<file path="src/rtl/nn_layer_sequencer.sv">
// nn_layer_sequencer: runs 1..LAYERS passes of the systolic array per input
// vector. Each pass is FEED (ROW), DRAIN (ROW+COL-1), BIAS (1), and a CLEAR
// (1) between passes. The final bias-added vector is held until the consumer
// takes it. All outputs come straight from registers.
module nn_layer_sequencer #(
  parameter int LAYERS = 4,
  parameter int DEP    = 8,
  parameter int COL    = 2,
  parameter int ROW    = 2,
  parameter int W      = 16,
  parameter int B      = 16
) (
  input  logic                          clk,
  input  logic                          rst,
  input  logic [$clog2(LAYERS+1)-1:0]   num_layers,
  input  logic                          in_valid,
  output logic                          in_ready,
  input  logic [DEP*COL-1:0]            in_data,
  output logic [DEP*COL-1:0]            x_data,
  input  logic [DEP*COL-1:0]            res_data,
  output logic                          out_valid,
  input  logic                          out_ready,
  output logic [DEP*COL-1:0]            out_data,
  output logic                          sys_rst,
  output logic                          feed_en,
  output logic                          bias_en,
  output logic                          input_layer,
  output logic                          output_layer,
  output logic [W-1:0]                  w_addr,
  output logic [B-1:0]                  b_addr,
  output logic [$clog2(LAYERS+1)-1:0]   layer_idx
);

  localparam int LW        = $clog2(LAYERS + 1);
  localparam int DRAIN_CYC = ROW + COL - 1;
  // Step counter covers the longer of FEED and DRAIN.
  localparam int CW        = $clog2(ROW + COL);

  typedef enum logic [2:0] {
    ST_IDLE  = 3'd0,
    ST_FEED  = 3'd1,
    ST_DRAIN = 3'd2,
    ST_BIAS  = 3'd3,
    ST_CLEAR = 3'd4,
    ST_OUT   = 3'd5
  } state_t;

  state_t               state_r, state_s;
  logic [CW-1:0]        cnt_r, cnt_s;
  logic [LW-1:0]        layers_r, layers_s;
  logic [LW-1:0]        layer_idx_r, layer_idx_s;
  logic [W-1:0]         w_addr_r, w_addr_s;
  logic [B-1:0]         b_addr_r, b_addr_s;
  logic [DEP*COL-1:0]   x_data_r, x_data_s;
  logic [DEP*COL-1:0]   out_data_r, out_data_s;
  logic                 in_ready_r, in_ready_s;
  logic                 out_valid_r, out_valid_s;
  logic                 sys_rst_r, sys_rst_s;
  logic                 feed_en_r, feed_en_s;
  logic                 bias_en_r, bias_en_s;
  logic                 input_layer_r, input_layer_s;
  logic                 output_layer_r, output_layer_s;
  logic                 last_pass_s;

  // A request of 0 layers still runs one pass; oversize requests saturate.
  function automatic logic [LW-1:0] clamp_layers(input logic [LW-1:0] n);
    logic [LW-1:0] r;
    if (n == LW'(0)) begin
      r = LW'(1);
    end else if (n > LW'(LAYERS)) begin
      r = LW'(LAYERS);
    end else begin
      r = n;
    end
    return r;
  endfunction

  assign last_pass_s = (layer_idx_r == (layers_r - LW'(1)));

  // Next-state, datapath-register and next-output decode.
  always_comb begin
    state_s     = state_r;
    cnt_s       = cnt_r;
    layers_s    = layers_r;
    layer_idx_s = layer_idx_r;
    w_addr_s    = w_addr_r;
    b_addr_s    = b_addr_r;
    x_data_s    = x_data_r;
    out_data_s  = out_data_r;

    case (state_r)
      ST_IDLE: begin
        if (in_valid && in_ready_r) begin
          x_data_s    = in_data;
          layers_s    = clamp_layers(num_layers);
          layer_idx_s = LW'(0);
          w_addr_s    = W'(0);
          b_addr_s    = B'(0);
          cnt_s       = CW'(0);
          state_s     = ST_FEED;
        end else begin
          state_s = ST_IDLE;
        end
      end
      ST_FEED: begin
        if (cnt_r == CW'(ROW - 1)) begin
          // Address stays on the last row through DRAIN.
          cnt_s   = CW'(0);
          state_s = ST_DRAIN;
        end else begin
          cnt_s    = cnt_r + CW'(1);
          w_addr_s = w_addr_r + W'(1);
        end
      end
      ST_DRAIN: begin
        if (cnt_r == CW'(DRAIN_CYC - 1)) begin
          cnt_s   = CW'(0);
          state_s = ST_BIAS;
        end else begin
          cnt_s = cnt_r + CW'(1);
        end
      end
      ST_BIAS: begin
        b_addr_s = b_addr_r + B'(1);
        if (last_pass_s) begin
          out_data_s = res_data;
          state_s    = ST_OUT;
        end else begin
          layer_idx_s = layer_idx_r + LW'(1);
          state_s     = ST_CLEAR;
        end
      end
      ST_CLEAR: begin
        // Next pass continues the weight stream where the last one stopped.
        w_addr_s = w_addr_r + W'(1);
        cnt_s    = CW'(0);
        state_s  = ST_FEED;
      end
      ST_OUT: begin
        if (out_ready) begin
          w_addr_s    = W'(0);
          b_addr_s    = B'(0);
          layer_idx_s = LW'(0);
          state_s     = ST_IDLE;
        end else begin
          state_s = ST_OUT;
        end
      end
      default: begin
        state_s = ST_IDLE;
      end
    endcase

    in_ready_s     = (state_s == ST_IDLE);
    out_valid_s    = (state_s == ST_OUT);
    sys_rst_s      = (state_s == ST_IDLE) || (state_s == ST_CLEAR);
    feed_en_s      = (state_s == ST_FEED) || (state_s == ST_DRAIN);
    bias_en_s      = (state_s == ST_BIAS);
    input_layer_s  = feed_en_s && (layer_idx_s == LW'(0));
    output_layer_s = (feed_en_s || bias_en_s) && (layer_idx_s == (layers_s - LW'(1)));
  end

  // State and output registers with synchronous reset.
  always_ff @(posedge clk) begin
    if (rst) begin
      state_r        <= ST_IDLE;
      cnt_r          <= CW'(0);
      layers_r       <= LW'(1);
      layer_idx_r    <= LW'(0);
      w_addr_r       <= W'(0);
      b_addr_r       <= B'(0);
      x_data_r       <= '0;
      out_data_r     <= '0;
      in_ready_r     <= 1'b1;
      out_valid_r    <= 1'b0;
      sys_rst_r      <= 1'b1;
      feed_en_r      <= 1'b0;
      bias_en_r      <= 1'b0;
      input_layer_r  <= 1'b0;
      output_layer_r <= 1'b0;
    end else begin
      state_r        <= state_s;
      cnt_r          <= cnt_s;
      layers_r       <= layers_s;
      layer_idx_r    <= layer_idx_s;
      w_addr_r       <= w_addr_s;
      b_addr_r       <= b_addr_s;
      x_data_r       <= x_data_s;
      out_data_r     <= out_data_s;
      in_ready_r     <= in_ready_s;
      out_valid_r    <= out_valid_s;
      sys_rst_r      <= sys_rst_s;
      feed_en_r      <= feed_en_s;
      bias_en_r      <= bias_en_s;
      input_layer_r  <= input_layer_s;
      output_layer_r <= output_layer_s;
    end
  end

  assign in_ready     = in_ready_r;
  assign out_valid    = out_valid_r;
  assign out_data     = out_data_r;
  assign x_data       = x_data_r;
  assign sys_rst      = sys_rst_r;
  assign feed_en      = feed_en_r;
  assign bias_en      = bias_en_r;
  assign input_layer  = input_layer_r;
  assign output_layer = output_layer_r;
  assign w_addr       = w_addr_r;
  assign b_addr       = b_addr_r;
  assign layer_idx    = layer_idx_r;

endmodule

</file>
<file path="config.mk">
export PLATFORM = sky130hd
export DESIGN_NAME = nn_layer_sequencer
export DESIGN_NICKNAME = d
export VERILOG_FILES = /design/src/rtl/nn_layer_sequencer.sv
export SDC_FILE = /design/constraint.sdc
export NUM_CORES = 1
export LEC_CHECK = 0
export ABC_AREA = 1
export ABC_CLOCK_PERIOD_IN_PS = 2600
export CAP_MARGIN = 10
export CORE_MARGIN = 2
export CORE_UTILIZATION = 47
export DETAILED_ROUTE_END_ITERATION = 12
export MAX_ROUTING_LAYER = met4
export PLACE_DENSITY = 0.8
export SLEW_MARGIN = 20
export SYNTH_ARGS = -nofsm -noshare
export SYNTH_HDL_FRONTEND = slang
export SYNTH_SLANG_ARGS = --single-unit
export TNS_END_PERCENT = 30
</file>
<file path="constraint.sdc">
create_clock -name clk -period 2.6 [get_ports clk]
set_input_delay 0.26 -clock clk [delete_from_list [all_inputs] [get_ports clk]]
set_output_delay 0.26 -clock clk [all_outputs]
set_load 0.01 [all_outputs]
</file>
# After elaboration in Yosys (flattened, before gate mapping)
# Cells that the tools add are included.
# W data, S select, Z words.
# word_totals
inputBits	39
elab_cells	80
output_inout_bits	74
reg_bits	82
# classes
n_reduce_logical	18
add_sub_neg	6
n_lt_le_gt_ge	1
mux	23
n_eq_ne	17
# op_table
cell	count
$pmux W16 S4	1
$mux W16	3
$pmux W16 S3	1
$add A16 B1 Y16 const B	2
$mux W3	10
$pmux W3 S6	1
$eq A3 B2 Y1 const B	4
$eq A3 B3 Y1 const B	4
$logic_not A3 Y1	4
$pmux W3 S3	1
$pmux W2 S4	1
$reduce_bool A4 Y1	2
$eq A3 B1 Y1 const B	2
$eq A3 B3 Y1	2
$mux W2	3
$ne A2 B2 Y1 const B	3
$reduce_and A2 Y1	3
$sub A3 B1 Y3 const B	2
$reduce_and A4 Y1	1
$add A3 B1 Y3 const B	1
$gt A3 B3 Y1 const B	1
$logic_and A1 B1 Y1	3
$logic_or A1 B1 Y1	3
$reduce_and A3 Y1	1
5 further kinds	6

# Depth between registers and ports, before layout
# depth
word_depth	8
ltp_mapped	16
ltp_nobuf	16

# Worst setup path after synthesis
# No wires, ideal clock.
# synth_timing
kind	flip-flop to flip-flop
from	register state_r[1]
to	register output_layer_r (netlist: output_layer)
slack_ns	0.803
required_ns	2.489
setup_time_ns	0.111
synth_period_minus_slack_ns	1.797
path_buffers	1
stages_incl_launch_ff	15
t_arrival_ns	1.686
path_cell_list	dfxtp_1 -> nor2_2 -> nand3_1 -> buf_2 -> nor2_1 -> inv_1 -> o22ai_1 -> inv_1 -> ha_1 -> inv_1 -> nand3_1 -> nand2_1 -> nor2_1 -> nand2_1 -> nor2_1
# synth_via
elab_chain_cells	6
word_cells_on_any_way	19
cone_classes	add/sub (1); eq/ne (9); mux (5); reduce/logical (4)
# synth_lines
item	line	rtl
start, declared	48	state_t state_r, state_s;
start signal, assigned	182	state_r <= state_s;
parallel branches: the longest is 5 deep, another holds $sub A3 B1 Y3	-	
$logic_and A1 B1 Y1 *	160	output_layer_s = (feed_en_s || bias_en_s) && (layer_idx_s == (layers_s - LW'(1)));
end signal, assigned	196	output_layer_r <= output_layer_s;
end, declared	62	logic output_layer_r, output_layer_s;
# Mark *: on every way between the ends.
# A chain may end at the register's enable or synchronous reset.

# Worst setup path in the final report
# Ends and elaborated chain as after synthesis.

==> run_results.csv <==
group,metric,value,unit
run_status,status,"finished clean",
sta,setup_viol_count_final,0,
power,powerDensity,580,mW/mm²
global_routing,antenna_found_initial,0,
sta,max_clock_freq,0.502,GHz
sta,setup-tns-final,0,ns
logic_synthesis,synth_sequential_area_ratio,44.0,%
logic_synthesis,ys_ff_latch,82,
final_layout,seq_area,0.00164,mm²
clock_tree,clock_tree.root_cell,"clkbuf_8",
clock_tree,cts_num_sinks,82,
clock_tree,number_of_buffers_on_the_longest_clock_path,2,
sta,timing_worst_slew_pin_value,0.652,ns
global_routing,grt_start_max_net_pins,28,
clock_tree,cts.hold.buffers_added,0,
power,ir_drop,416,µV
logic_synthesis,synth_top_flop_cell,"dfxtp_1",
route,first_pass_iters,4,
logic_synthesis,synth_async_sr_flop_share,0,%
logic_synthesis,synthesis.area_per_instance,7.15,µm²
route,routed_wirelength,9020,µm
final_layout,multi_input_area,0.00180,mm²
critical_path,crit-reg2reg-launch,"state_r[1]",
final_layout,layout-drive-gt1-share,8.28,%
worst_hold_path,min_delay_path_depth,2,
critical_path,crit_end,"output_layer",
critical_path,reg2regPathDepth,13,
route,drt-initial-drc-count,167,
floorplanning,io_pins,113,
sta,whs,0.309,ns
floorplanning,floorplan.core_area,0.00773,mm²
route,via_count,3747,
route,detail_route.wl_per_cell,12.2,µm
sta,timing_hold_violations_final,0,
critical_path,setup.worst_path.start,"state_r[1]",
critical_path,crit_path_max_fanout,5,
worst_hold_path,hold_class,"in -> reg",
sta,fin_crit_period,1.99,ns
sta,finalClockSkew,0.00905,ns
sta,fin_crit_sh,76.6,%
clock_tree,post-cts-setup-buffers,0,
critical_path,cp_data_arrival_time,2.24,ns
critical_path,worst-setup-path-type,"reg -> reg",
route,post_drt_via_cell_ratio,5.05,
logic_synthesis,yosys_warnings,0,
global_routing,global_route_wire_length_before_repair,15300,µm
global_routing,grt.total_usage,22.2,%
sta,maxSlewHeadroom,56.2,%
clock_tree,cts_tree,"done",
clock_tree,cts-buffers-inserted,9,
critical_path,timing.critical_path.from_type,"register",
floorplanning,dieHeight,93.1,µm
logic_synthesis,unique_masters_post_synth,37,
critical_path,crit-reg2reg-capture,"output_layer",
sta,setup_repair_after_global_routing_missed_its_margin,"false",
clock_tree,cts_resized,0,
sta,slew_viol_final,0,
critical_path,timing.critical_path.to_type,"register",
route,ant_nets,0,
logic_synthesis,synth_fp_nets,566,
final_layout,fin_nets,679,
place,place_congestion,0.889,
final_layout,ant_diodes,0,
power,power_leakage,1.95,nW
critical_path,reg2reg_setup_slack,0.61,ns
clock_tree,h-tree-depth,3,
logic_synthesis,mappedNetlistArea,0.00373,mm²
critical_path,cp_data_required_time,2.85,ns
route,drc,0,
floorplanning,fp.dieArea,0.00868,mm²
floorplanning,start_util,48.3,%
run,maxCapViolations,0,
logic_synthesis,synth_edf_count,0,
logic_synthesis,syn_inst,522,
place,io_buffer_count,112,
floorplanning,rows,32,
place,hpwl,6700,µm
clock_tree,worst_skew_late_latency,0.35,ns
floorplanning,die_x,93.1,µm
final_layout,nFillCells,646,
global_routing,grt_overflow,0,
global_routing,first_global_vias,3509,
clock_tree,clkTransAtPathRegs,0.08,ns
final_layout,layout-area-overhead-vs-synth,37.4,%
## critical path: stages, from the launching register on
cell and delay [ns]:
dfxtp_1 0.37, nor2_2 0.22, nand3_1 0.20, nor2_1 0.17, inv_1 0.08, o22ai_1 0.12, inv_1 0.08, ha_1 0.31
inv_1 0.07, nand3_1 0.08, nand2_1 0.07, nor2_1 0.04, nand2_1 0.05, nor2_1 0.04
## kinds of logic after synthesis
kind of cell | Yosys count | share of synthesized area [%]
simple gates | 266 | 31.9
buf+inv | 74 | 7.97
xor+xnor | 6 | 1.41
compound gates | 89 | 13.1
fa+ha+maj | 5 | 1.68
flops | 82 | 44.0
## report_power, final
group	switching [mW]	internal, mW
Clock	0.469	0.402
Sequential	0.0472	1.33
Combinational	0.430	0.299
Total	0.945	2.03
## area by class of cell
type | count | share of cell area, %
Inverter | 59 | 4.32
Multi-Input combinational cell | 366 | 35.0
Timing Repair Buffer | 117 | 22.5
Clock inverter | 5 | 0.756
Clock buffer | 11 | 2.95
Tap cell | 102 | 2.49
Sequential cell | 82 | 32.0
## worst min path at each step
stage	startpoint	end	slack [ns]
6_report	rst	x_data[11]	0.31
5_1_grt	rst	x_data[2]	0.30
4_1_cts	rst	x_data[11]	0.29
3_5_place_dp	x_data[4]	x_data[4]	0.46
3_3_place_gp	out_data[7]	out_data[7]	0.45
2_1_floorplan	res_data[5]	out_data[5]	0.40
## registers in the layout (all words and copies together), names as in the netlist, 2 cells and up
register   count
b_addr        16
cnt_r          2
layer_idx      3
layers_r       3
out_data      16
state_r        3
w_addr        16
x_data        16
## placed cells by master, fill, tap and decap left out, types with 2 or more instances in the layout
master             n
nand2_1          157
clkdlybuf4s50_1  111
dfxtp_1           82
a21oi_1           68
inv_1             52
nor2_1            32
nand3_1           29
nor3_1            14
nand4_1           12
clkbuf_8          11
o21ai_0            9
inv_2              6
or2_2              5
xor2_1             5
ha_1               5
buf_4              5
nand3_2            4
nor2_2             3
clkinv_4           3
o22ai_1            2
nand2_4            2
o21ai_2            2
a31o_2             2
nand3b_1           2
a211oi_1           2
## cells in the mapped netlist (2+ instances only)
cell | instances | area share [%]
nand2_1 | 157 | 16
dfxtp_1 | 82 | 44
a21oi_1 | 68 | 9.1
inv_1 | 52 | 5.2
nor2_1 | 32 | 3.2
nand3_1 | 29 | 3.9
nor3_1 | 14 | 1.9
nand4_1 | 12 | 2.0
clkbuf_1 | 10 | 1.0
o21ai_0 | 9 | 1.2
inv_2 | 6 | 0.60
ha_1 | 5 | 1.7
or2_2 | 5 | 0.84
xor2_1 | 5 | 1.2
nand3_2 | 4 | 1.1
buf_4 | 3 | 0.60
nor2_2 | 3 | 0.50
a211oi_1 | 2 | 0.40
a31o_2 | 2 | 0.47
nand2_4 | 2 | 0.60
nand3b_1 | 2 | 0.40
o21ai_2 | 2 | 0.47
o22ai_1 | 2 | 0.33
## layer usage
| layer | track usage, % | part of all wire [%] |
|---|---|---|
| met3 | 5.88 | 6.1 |
| met4 | 6.13 | 0.44 |
| met2 | 36.8 | 49 |
| met5 | - | 0 |
| met1 | 26.9 | 45 |
## through the flow
step | instances | worst slack [ns] | util (%) | power, mW | cell area, µm²
4_1_cts | 742 | 0.644 | 66.4 | 3.00 | 5130
2_1_floorplan | 522 | 0.803 | - | 1.87 | 3730
3_3_place_gp | 726 | 0.533 | 63.9 | 2.11 | 4940
5_1_grt | 742 | 0.468 | 66.4 | 3.14 | 5130
6_report | 742 | 0.608 | 66.4 | 2.97 | 5130
3_5_place_dp | 726 | 0.422 | 63.9 | 2.13 | 4940
Power figures use the tool's default switching activity.
